==> src/rtl/lsu_arb_pkg.sv <==
// Shared types for the LSU port arbiter: arbitration states and load size codes.
package lsu_arb_pkg;

  typedef enum logic [1:0] {
    S_CORE_PRI  = 2'd0,
    S_DBG_FORCE = 2'd1,
    S_LOCK      = 2'd2
  } arb_state_e;

  localparam logic [3:0] LT_BYTE = 4'h1;
  localparam logic [3:0] LT_HALF = 4'h3;
  localparam logic [3:0] LT_WORD = 4'hF;

  localparam int unsigned STARVE_W = 8;

endpackage

==> src/rtl/lsu_arb_rsp.sv <==
// Per-requester load response: captures LSU read data on a granted load and
// pulses rsp_valid for one cycle afterwards.
module lsu_arb_rsp (
  input  logic        i_clk,
  input  logic        i_reset,
  input  logic        i_capture,
  input  logic [31:0] i_ld_data,
  output logic        o_rsp_valid,
  output logic [31:0] o_ld_data
);

  logic        valid_q;
  logic [31:0] data_q;

  always_ff @(posedge i_clk or negedge i_reset) begin
    if (!i_reset) begin
      valid_q <= 1'b0;
      data_q  <= '0;
    end else begin
      valid_q <= i_capture;
      if (i_capture) data_q <= i_ld_data;
    end
  end

  assign o_rsp_valid = valid_q;
  assign o_ld_data   = data_q;

endmodule

==> src/rtl/lsu_arbiter.sv <==
// Two-requester arbiter for the shared LSU port: core has fixed priority, dbg
// gets a forced grant after STARVE_MAX waiting cycles and may lock the bus.
module lsu_arbiter
  import lsu_arb_pkg::*;
#(
  parameter int unsigned STARVE_MAX = 8
) (
  input  logic        i_clk,
  input  logic        i_reset,
  input  logic        i_core_req,
  input  logic        i_core_wren,
  input  logic [31:0] i_core_addr,
  input  logic [31:0] i_core_st_data,
  input  logic [3:0]  i_core_load_type,
  input  logic        i_core_load_signed,
  input  logic        i_dbg_req,
  input  logic        i_dbg_wren,
  input  logic [31:0] i_dbg_addr,
  input  logic [31:0] i_dbg_st_data,
  input  logic [3:0]  i_dbg_load_type,
  input  logic        i_dbg_load_signed,
  input  logic        i_dbg_lock,
  output logic        o_core_gnt,
  output logic        o_dbg_gnt,
  output logic        o_core_rsp_valid,
  output logic        o_dbg_rsp_valid,
  output logic [31:0] o_core_ld_data,
  output logic [31:0] o_dbg_ld_data,
  output logic [31:0] o_lsu_addr,
  output logic [31:0] o_lsu_st_data,
  output logic        o_lsu_wren,
  output logic [3:0]  o_lsu_load_type,
  output logic        o_lsu_load_signed,
  input  logic [31:0] i_lsu_ld_data,
  output logic        o_dbg_locked
);

  localparam logic [STARVE_W-1:0] STARVE_LIM = STARVE_W'(STARVE_MAX);

  arb_state_e          state_q, state_d;
  logic [STARVE_W-1:0] starve_q, starve_d;
  logic                core_gnt, dbg_gnt;

  // Grants are masked by reset so a store in flight is cut off immediately.
  always_comb begin
    core_gnt = 1'b0;
    dbg_gnt  = 1'b0;
    if (i_reset) begin
      case (state_q)
        S_DBG_FORCE: begin
          dbg_gnt  = i_dbg_req;
          core_gnt = i_core_req & ~i_dbg_req;
        end
        S_LOCK: begin
          dbg_gnt  = i_dbg_req;
          core_gnt = 1'b0;
        end
        default: begin
          core_gnt = i_core_req;
          dbg_gnt  = i_dbg_req & ~i_core_req;
        end
      endcase
    end
  end

  always_comb begin
    o_lsu_addr        = '0;
    o_lsu_st_data     = '0;
    o_lsu_wren        = 1'b0;
    o_lsu_load_type   = '0;
    o_lsu_load_signed = 1'b0;
    if (core_gnt) begin
      o_lsu_addr        = i_core_addr;
      o_lsu_st_data     = i_core_st_data;
      o_lsu_wren        = i_core_wren;
      o_lsu_load_type   = i_core_load_type;
      o_lsu_load_signed = i_core_load_signed;
    end else if (dbg_gnt) begin
      o_lsu_addr        = i_dbg_addr;
      o_lsu_st_data     = i_dbg_st_data;
      o_lsu_wren        = i_dbg_wren;
      o_lsu_load_type   = i_dbg_load_type;
      o_lsu_load_signed = i_dbg_load_signed;
    end
  end

  always_comb begin
    starve_d = starve_q;
    state_d  = state_q;
    if (dbg_gnt || !i_dbg_req) starve_d = '0;
    else if (starve_q < STARVE_LIM) starve_d = starve_q + 1'b1;

    case (state_q)
      S_CORE_PRI:  if (starve_d == STARVE_LIM) state_d = S_DBG_FORCE;
      S_DBG_FORCE: if (dbg_gnt || !i_dbg_req) state_d = S_CORE_PRI;
      S_LOCK:      if (!i_dbg_lock) state_d = S_CORE_PRI;
      default:     state_d = S_CORE_PRI;
    endcase

    if (dbg_gnt && i_dbg_lock) state_d = S_LOCK;
  end

  always_ff @(posedge i_clk or negedge i_reset) begin
    if (!i_reset) begin
      state_q  <= S_CORE_PRI;
      starve_q <= '0;
    end else begin
      state_q  <= state_d;
      starve_q <= starve_d;
    end
  end

  lsu_arb_rsp u_core_rsp (
    .i_clk       (i_clk),
    .i_reset     (i_reset),
    .i_capture   (core_gnt & ~i_core_wren),
    .i_ld_data   (i_lsu_ld_data),
    .o_rsp_valid (o_core_rsp_valid),
    .o_ld_data   (o_core_ld_data)
  );

  lsu_arb_rsp u_dbg_rsp (
    .i_clk       (i_clk),
    .i_reset     (i_reset),
    .i_capture   (dbg_gnt & ~i_dbg_wren),
    .i_ld_data   (i_lsu_ld_data),
    .o_rsp_valid (o_dbg_rsp_valid),
    .o_ld_data   (o_dbg_ld_data)
  );

  assign o_core_gnt   = core_gnt;
  assign o_dbg_gnt    = dbg_gnt;
  assign o_dbg_locked = (state_q == S_LOCK);

endmodule

==> config.mk <==
export PLATFORM = sky130hd
export DESIGN_NAME = lsu_arbiter
export DESIGN_NICKNAME = d
export VERILOG_FILES = /design/src/rtl/lsu_arb_pkg.sv /design/src/rtl/lsu_arb_rsp.sv /design/src/rtl/lsu_arbiter.sv
export SDC_FILE = /design/constraint.sdc
export NUM_CORES = 1
export LEC_CHECK = 0
export CAP_MARGIN = 10
export CORE_MARGIN = 3
export CORE_UTILIZATION = 25
export CTS_CLUSTER_DIAMETER = 80
export DETAILED_ROUTE_END_ITERATION = 10
export PLACE_DENSITY = 0.66
export SLEW_MARGIN = 30
export SYNTH_ARGS = -nofsm -noshare
export SYNTH_HDL_FRONTEND = slang
export SYNTH_HIERARCHICAL = 1
export SYNTH_SLANG_ARGS = --single-unit
==> constraint.sdc <==
create_clock -name i_clk -period 6.2 [get_ports i_clk]
set_input_delay 0.62 -clock i_clk [delete_from_list [all_inputs] [get_ports i_clk]]
set_output_delay 0.62 -clock i_clk [all_outputs]
set_load 0.02 [all_outputs]
==> results of run 1 <==
## layout make-up
cell class | instances | area, um2 | share of cell area
Antenna cell | 1 | 2.50 | 0.000327
Clock buffer | 12 | 246 | 0.0322
Clock inverter | 4 | 72.6 | 0.00948
Inverter | 6 | 22.5 | 0.00294
Multi-Input combinational cell | 184 | 1940 | 0.253
Sequential cell | 76 | 1900 | 0.248
Tap cell | 211 | 264 | 0.0345
Timing Repair Buffer | 322 | 3210 | 0.419
## placed cells by master (no fill, tap or decap), types with 2 or more instances in the layout
master           netlist  layout
clkdlybuf4s50_1        0     314
dfrtp_1               76      76
a22o_1                70      70
mux2_4                60      60
clkbuf_16              0       9
nand2_1                6       6
buf_4                  0       6
inv_1                  5       5
and2_1                 5       5
nand2b_1               4       4
nor2_1                 4       4
ha_1                   4       4
mux2_2                 4       4
o21ai_0                3       3
a21oi_1                3       3
o21a_1                 2       2
bufinv_16              0       2
clkbuf_1              15       2
buf_6                  2       2
## worst reg2reg max path, cell delays in order, from the launching register on
cell     delay (ps)
dfrtp_1         400
inv_1            80
ha_1            170
inv_1            50
o21ai_0         150
and3_2          640
nor2b_4         260
buf_4           500
mux2_2          470
## metal layers
| metal | wire [um] | track usage | up-vias | part of all wire |
|---|---|---|---|---|
| met5 | 8 | 0 | - | 0.00044 |
| met4 | 605 | 0.0731 | 2 | 0.034 |
| met3 | 1310 | 0.0593 | 26 | 0.073 |
| met2 | 9730 | 0.369 | 191 | 0.54 |
| met1 | 6340 | 0.202 | 1846 | 0.35 |
| li1 | - | - | 1723 | - |
## through the flow
step	cells	area, um2	hold slack (ps)	utilization	total power (uW)
after CTS	815	7650	485	0.492	2730
after global routing	816	7660	501	0.493	2820
after detailed placement	799	7330	466	0.472	2160
after global placement	798	7320	462	0.471	2140
final	816	7660	445	0.493	2700
after floorplan	290	4040	324	-	1460
## synth_stat cells, drive strengths merged, types with 2 or more instances
cell and n:
mux2 64, nor2b 2, nor3 2, nor2 4
nand2b 4, ha 4, and2 5, a22o 70
inv 6, buf 9, clkbuf 15, o21ai 3
dfrtp 76, a21oi 3, nand2 6, o21a 2
## cells by family after synthesis
| logic type | after synthesis |
|---|---|
| flip-flops | 76 |
| AO/OA/AOI/OAI | 87 |
| buffers and inverters | 30 |
| multiplexers | 64 |
| adder cells (fa/ha/maj) | 4 |
| AND/OR/NAND/NOR | 28 |
| XOR/XNOR | 1 |
## power by group through the flow
stage / sequential [uW] / combinational [uW] / clock (uW)
6_report: 782 / 1370 / 554
5_1_grt: 806 / 1430 / 590
4_1_cts: 784 / 1380 / 569
3_5_place_dp: 787 / 1370 / 0
3_3_place_gp: 775 / 1360 / 0
2_1_floorplan: 989 / 469 / 0
## sequential cells by signal, indices dropped and copies added, names as in the netlist
| name | count |
|---|---|
| state_q | 2 |
| u_dbg_rsp/o_ld_data | 32 |
| u_dbg_rsp/o_rsp_valid | 1 |
| starve_q | 8 |
| u_core_rsp/o_rsp_valid | 1 |
| u_core_rsp/o_ld_data | 32 |
## how the worst min path moves through the flow
| stage | from | to | slack [ps] | cells after the start |
|---|---|---|---|---|
| 6_report | i_reset | u_core_rsp/o_ld_data[21] | 440 | 2 |
| 5_1_grt | starve_q[7] | starve_q[7] | 500 | 1 |
| 4_1_cts | starve_q[7] | starve_q[7] | 490 | 1 |
| 3_5_place_dp | starve_q[7] | starve_q[7] | 470 | 1 |
| 3_3_place_gp | starve_q[7] | starve_q[7] | 460 | 1 |
| 2_1_floorplan | i_reset | starve_q[0] | 320 | 0 |
==> summary.txt, run 1 <==
Via count = 3,788
Core Box Area = 15,500 um2
Slowest stage cell, crit path = and3_2
Worst setup path endpoint = o_lsu_addr[26]
Synthesis Warnings = 6
Seq cells post-synth = 76
Total gr overflow = 0
Post-Syn Instances = 290
Setup WS post-layout = 2130 ps
Power density cells = 353 nW/um2
Initial Util = 0.260
Delay of the slowest cell on the worst path = 760 ps
Setup bufs post-CTS = 0
Area share of and/or/nand/nor cells after synthesis = 0.0384
Number of gates on the worst path with buffers counted = 6
Largest net degree at the start of global routing = 83
Asr flop ratio synth = 1.00
CP required = 5580 ps
Layout area overhead = 89.3%
Unrepaired setup endpoints after global routing = false
Die Span X = 133 um
Syn_area_per_cell = 13.9 um2
Layout cells sized above 1 = 0.159
Min cycle time layout = 4070 ps
Post-synthesis cell type count = 36
GRT Overall Usage = 0.195
Switching share of total power = 0.333
CP Cell Sequence = buf_4 > buf_6 > and3_2 > buf_4 > a22o_1 > clkdlybuf4s50_1
Clock Latency Late Sink = 330 ps
Cts hold-fix bufs = 0
Crit-path most repeated cell = buf_4
Worst vdd ir = 0.000163 V
TritonRoute pass-1 iters = 4
Post-cts sizing count = 0
WL/cell = 22.1 um
Syn Std Cell Area = 4040 um2
Largest family of logic cells by synthesized area = multiplexers
Nets = 780
Min-Delay Path Class = input pin to asynchronous set/reset pin
DR iter-0 viols = 109
CP bufs+invs = 4
Post-synthesis xor/xnor area fraction = 0.00217
Final setup viols = 0
Routability cong. = 0.927
Startpoint types = input pin
Fillers = 1,409
Combinational Power Share = 0.506
Final Hold Viols = 0
Setup Skew = 4.72 ps
Maximum clock path buffer count = 2
# port buffers = 315
Post-synth top area share = 0.470
Routed wire length = 18.0 mm
Area leader, netlist = dfrtp_1
Ys flop type = dfrtp_1
Vias per std cell = 4.64
Placement Rows = 45
Seq pwr share = 0.289
Post-synthesis mux area share = 0.234
Critical path peak fanout = 82
Worst slew pin tran = 724 ps
Reg-to-Reg End = u_core_rsp/o_ld_data[29]
Reg-to-reg critical path startpoint = state_q[1]
Lkg Pwr = 0.00318 uW
CP startpoint = i_reset
Antenna Nets Post-Route = 0
Top cells by area, synth = dfrtp_1 47%, mux2_4 22%, a22o_1 15%, buf_12 3.0%, clkbuf_1 1.4%
Status = completed
Syn Nets = 471
Net Switching = 900 uW
HPWL after detailed placement = 15.0 mm
P_int = 1800 uW
Max Freq = 0.245 GHz
Reg2reg setup slack = 3360 ps
Area share of fa/ha/maj cells after synthesis = 0.0124
CTS tree = done
Compound-Gate Fraction of Synth Area = 0.187
Largest delay share family, worst path = buffers and inverters
CP endpoint kind = primary output
R2r worst-path depth = 8
H-tree depth = 3
Pre-CTS WS = 1830 ps
Initial antenna violation count = 2
TritonCTS Sinks = 76
Setup CP Type = input pin to primary output
Max Cap Viol = 0
CTS Root Cell = clkbuf_16
Clk slew on worst S/H paths = 50 ps
Final Cycle Share = 0.657
# DRC = 0
Setup TNS = 0 ps
Total CTS buffers = 9
Die Height = 133 um
Clk pwr share = 0.205
Max_slew headroom = 0.516
Slew Limit Fails = 0
Number of synthesized flops with an enable pin = 0
Seq/Total Area, Yosys = 0.470
Vias in the first global route = 4,050
Full die area = 17,700 um2
Data arrival time of the critical path = 3450 ps
First-pass GRT wire length = 26.0 mm
I/O pins = 316
Power figures use the tool's default switching activity.
==> run 2: changes to the inputs <==
clock period = 3.9 ns   (was 6.2 ns; I/O delays follow)
==> summary.txt, run 2 (synthesized netlist as in run 1, its figures left out) <==
Antenna Nets Post-Route = 0
Lkg Pwr = 0.00315 uW
Maximum clock path buffer count = 2
DR iter-0 viols = 116
Setup bufs post-CTS = 0
# port buffers = 315
Hold Worst Slack = 203 ps
TritonCTS Sinks = 76
Most frequent cells in the layout = 314 x clkdlybuf4s50_1, 76 x dfrtp_1, 70 x a22o_1
Core Box Area = 15,500 um2
# DRC = 0
Via count = 3,757
GRT Overall Usage = 0.188
Setup TNS = 0 ps
Min-Delay Path Class = input pin to asynchronous set/reset pin
Seq pwr share = 0.300
Largest net degree at the start of global routing = 82
CTS tree = done
Final setup viols = 0
Switching share of total power = 0.339
Data arrival time of the critical path = 2830 ps
Die Height = 133 um
Vias per std cell = 4.63
Final Hold Viols = 0
Total Power = 4100 uW
Combinational Power Share = 0.528
Vias in the first global route = 4,123
Critical path peak fanout = 51
Slew Limit Fails = 0
Placed Cells = 799
Most common cell after layout, fill and taps aside = clkdlybuf4s50_1
Setup CP Type = register to primary output
Cts hold-fix bufs = 0
Die Span X = 133 um
Power density cells = 540 nW/um2
Full die area = 17,700 um2
Worst vdd ir = 0.000227 V
Clock Latency Late Sink = 320 ps
Routability cong. = 0.915
TritonRoute pass-1 iters = 4
CTS Root Cell = clkbuf_16
Setup Skew = 5.71 ps
Total CTS buffers = 9
Net Switching = 1390 uW
Clk slew on worst S/H paths = 60 ps
Initial Util = 0.260
Max_slew headroom = 0.516
CP endpoint kind = primary output
HPWL after detailed placement = 14.5 mm
Routed wire length = 17.4 mm
Nets = 780
Final Cycle Share = 0.825
Initial antenna violation count = 0
Status = completed
H-tree depth = 3
Max Cap Viol = 0
Post-cts sizing count = 0
P_int = 2710 uW
I/O pins = 316
Diode count = 0
Placement Rows = 45
Layout area overhead = 88.0%
WL/cell = 21.4 um
CP required = 3510 ps
Max Freq = 0.311 GHz
Worst slew pin tran = 727 ps
Clk pwr share = 0.172
Unrepaired setup endpoints after global routing = false
Min cycle time layout = 3220 ps
Startpoint types = register
Total gr overflow = 0
First-pass GRT wire length = 25.4 mm
Layout cells sized above 1 = 0.156
Layout Cells excl Fill = 812
run 2: cell count changes in the layout (fill, tap and decap cells not counted), sizes merged:
cell    previous run  this run
clkinv             1         2
clkbuf            12        10
diode              1         0
bufinv             2         0
run 2: worst paths after layout:
check	from	slack [ps]	cells past startpoint	to
worst min register to register	starve_q[5]	480	1	starve_q[5]
min in group i_clk	starve_q[5]	480	1	starve_q[5]
max in group asynchronous	i_reset	3190	2	u_core_rsp/o_ld_data[10]
worst max register to register	state_q[0]	1150	7	u_core_rsp/o_ld_data[8]
worst min-delay path	i_reset	200	2	state_q[0]
worst max-delay path	state_q[0]	680	7	o_lsu_addr[31]
run 2: power by group through the flow:
stage	Clock, uW	Combinational, uW	Sequential, uW
2_1_floorplan	0	745	1570
3_3_place_gp	0	2160	1230
3_5_place_dp	0	2180	1240
4_1_cts	726	2190	1240
5_1_grt	766	2260	1280
6_report	705	2170	1230
run 2: final cells by class:
type                    instances  area, um2
fillers                      1431       7940
well taps                     211        264
flip-flops and latches         76       1900
clock buffers                  10        229
clock inverters                 3       17.5
multi-input cells             184       1940
inverters                       6       22.5
repair buffers                322       3230
run 2: worst max-delay path, cell delays in order (launching register included):
cell and delay, ps:
dfrtp_1 360, inv_1 70, ha_1 310, o21ai_0 70, and3_2 500, buf_12 290, a22o_1 180, clkdlybuf4s50_1 680
run 2: routing by layer:
metal  GRT usage  wire [um]  vias up
met5           0          0        -
met4      0.0686        576        0
met3      0.0680       1420       23
met2       0.351       9330      184
met1       0.193       6060     1831
li1            -          -     1719
run 2: stage by stage:
step                      worst slack (ps)  instance area [um2]   util
after floorplan                       1380                 4040      -
after global placement                 720                 7350  0.473
after detailed placement               713                 7350  0.473
after CTS                              640                 7600  0.489
after global routing                   509                 7600  0.489
final                                  684                 7600  0.489
==> run 3: changes to the inputs <==
clock period = 3.4 ns   (was 3.9 ns; I/O delays follow)
==> summary.txt, run 3 (synthesized netlist as in run 1, its figures left out) <==
HPWL after detailed placement = 15.0 mm
DP Area = 7350 um2
Min-Delay Path Class = input pin to asynchronous set/reset pin
CTS tree = done
Antenna Nets Post-Route = 0
H-tree depth = 3
Max Freq = 0.335 GHz
Data arrival time of the critical path = 2640 ps
GRT Overall Usage = 0.195
Setup WS post-layout = 415 ps
TritonCTS Sinks = 76
Seq pwr share = 0.290
Total CTS buffers = 9
Routed wire length = 18.1 mm
Worst slew pin tran = 685 ps
Placed Cells = 798
R2r worst-path depth = 8
Setup Skew = 6.68 ps
Max_slew headroom = 0.543
Setup CP Type = register to primary output
Die Height = 133 um
Final setup viols = 0
Total gr overflow = 0
Worst vdd ir = 0.000322 V
CP required = 3060 ps
First-pass GRT wire length = 26.3 mm
Nets = 780
Initial Util = 0.260
TritonRoute pass-1 iters = 4
Critical path peak fanout = 72
Switching share of total power = 0.333
Maximum clock path buffer count = 2
Most frequent cells in the layout = 311 x clkdlybuf4s50_1, 76 x dfrtp_1, 70 x a22o_1
Routability cong. = 1.02
# DRC = 0
Slowest stage cell, crit path = clkdlybuf4s50_1
Layout Cells excl Fill = 813
Diode count = 0
Clk pwr share = 0.200
Net Switching = 1630 uW
Initial antenna violation count = 1
CP endpoint kind = primary output
Reg2reg setup slack = 980 ps
I/O pins = 316
Layout cells sized above 1 = 0.163
Status = completed
Clk slew on worst S/H paths = 60 ps
Most common cell after layout, fill and taps aside = clkdlybuf4s50_1
Delay of the slowest cell on the worst path = 660 ps
Final Hold Viols = 0
Unrepaired setup endpoints after global routing = false
CP Cell Sequence = inv_1 > ha_1 > o21ai_0 > and3_2 > buf_12 > a22o_1 > clkdlybuf4s50_1
Worst setup path endpoint = o_lsu_addr[25]
Placement Rows = 45
Pre-CTS WS = 597 ps
WL/cell = 22.3 um
Largest net degree at the start of global routing = 79
Core Box Area = 15,500 um2
Combinational Power Share = 0.509
CP startpoint = state_q[0]
Layout area overhead = 89.6%
P_int = 3270 uW
Power density cells = 639 nW/um2
CTS Root Cell = clkbuf_16
Max Cap Viol = 0
Slew Limit Fails = 0
Final Cycle Share = 0.878
Reg-to-reg critical path startpoint = state_q[0]
Clock Latency Late Sink = 330 ps
Via count = 3,801
Vias per std cell = 4.68
Reg-to-Reg End = u_core_rsp/o_ld_data[31]
Final non-filler cell area = 7670 um2
# port buffers = 315
Lkg Pwr = 0.00319 uW
Setup TNS = 0 ps
Min cycle time layout = 2980 ps
Die Span X = 133 um
DR iter-0 viols = 111
Full die area = 17,700 um2
Vias in the first global route = 4,194
Startpoint types = register
run 3: per-stage QoR:
step	util	power, uW	hold slack, ps
floorplan	-	2660	44.4
global placement	0.473	3890	151
detailed placement	0.473	3940	152
CTS	0.493	4950	409
global route	0.493	5110	403
finish	0.493	4900	413
run 3: final cells by class:
type	count	area, um2
Sequential cell	76	1900
Tap cell	211	264
Clock inverter	5	78.8
Inverter	6	22.5
Fill cell	1406	7870
Clock buffer	9	225
Timing Repair Buffer	322	3240
Multi-Input combinational cell	184	1940
run 3: routing by layer:
metal / vias up / GRT usage / routed length [um]
met3: 20 / 0.0676 / 1460
met1: 1867 / 0.190 / 6120
li1: 1719 / - / -
met4: 2 / 0.0440 / 308
met5: - / 0 / 13
met2: 193 / 0.390 / 10200
run 3: worst min path at each step:
stage / start / to / slack (ps) / cells past startpoint
6_report: i_reset / state_q[1] / 410 / 2
2_1_floorplan: i_reset / starve_q[0] / 40 / 0
5_1_grt: i_reset / state_q[0] / 400 / 2
4_1_cts: i_reset / state_q[0] / 410 / 2
3_5_place_dp: i_reset / state_q[0] / 150 / 1
3_3_place_gp: i_reset / state_q[0] / 150 / 1
run 3: timing repair:
item                      CTS  global route
hold buffers                1             0
hold endpoints to repair    2             0
setup buffers               0             0
resized for setup           0             0
run 3: power groups by stage:
stage | clock network [uW] | logic [uW] | registers, uW
3_3_place_gp | 0 | 2480 | 1410
5_1_grt | 1040 | 2600 | 1470
2_1_floorplan | 0 | 855 | 1800
3_5_place_dp | 0 | 2500 | 1430
4_1_cts | 1010 | 2520 | 1420
6_report | 981 | 2490 | 1420
run 3: critical path: cells and delay by family (launching register included):
kind,cells,cell delay (ps)
buffers and inverters,3,1020
AND/OR/NAND/NOR,1,220
flip-flops,1,380
adder cells (fa/ha/maj),1,340
AO/OA/AOI/OAI,2,310
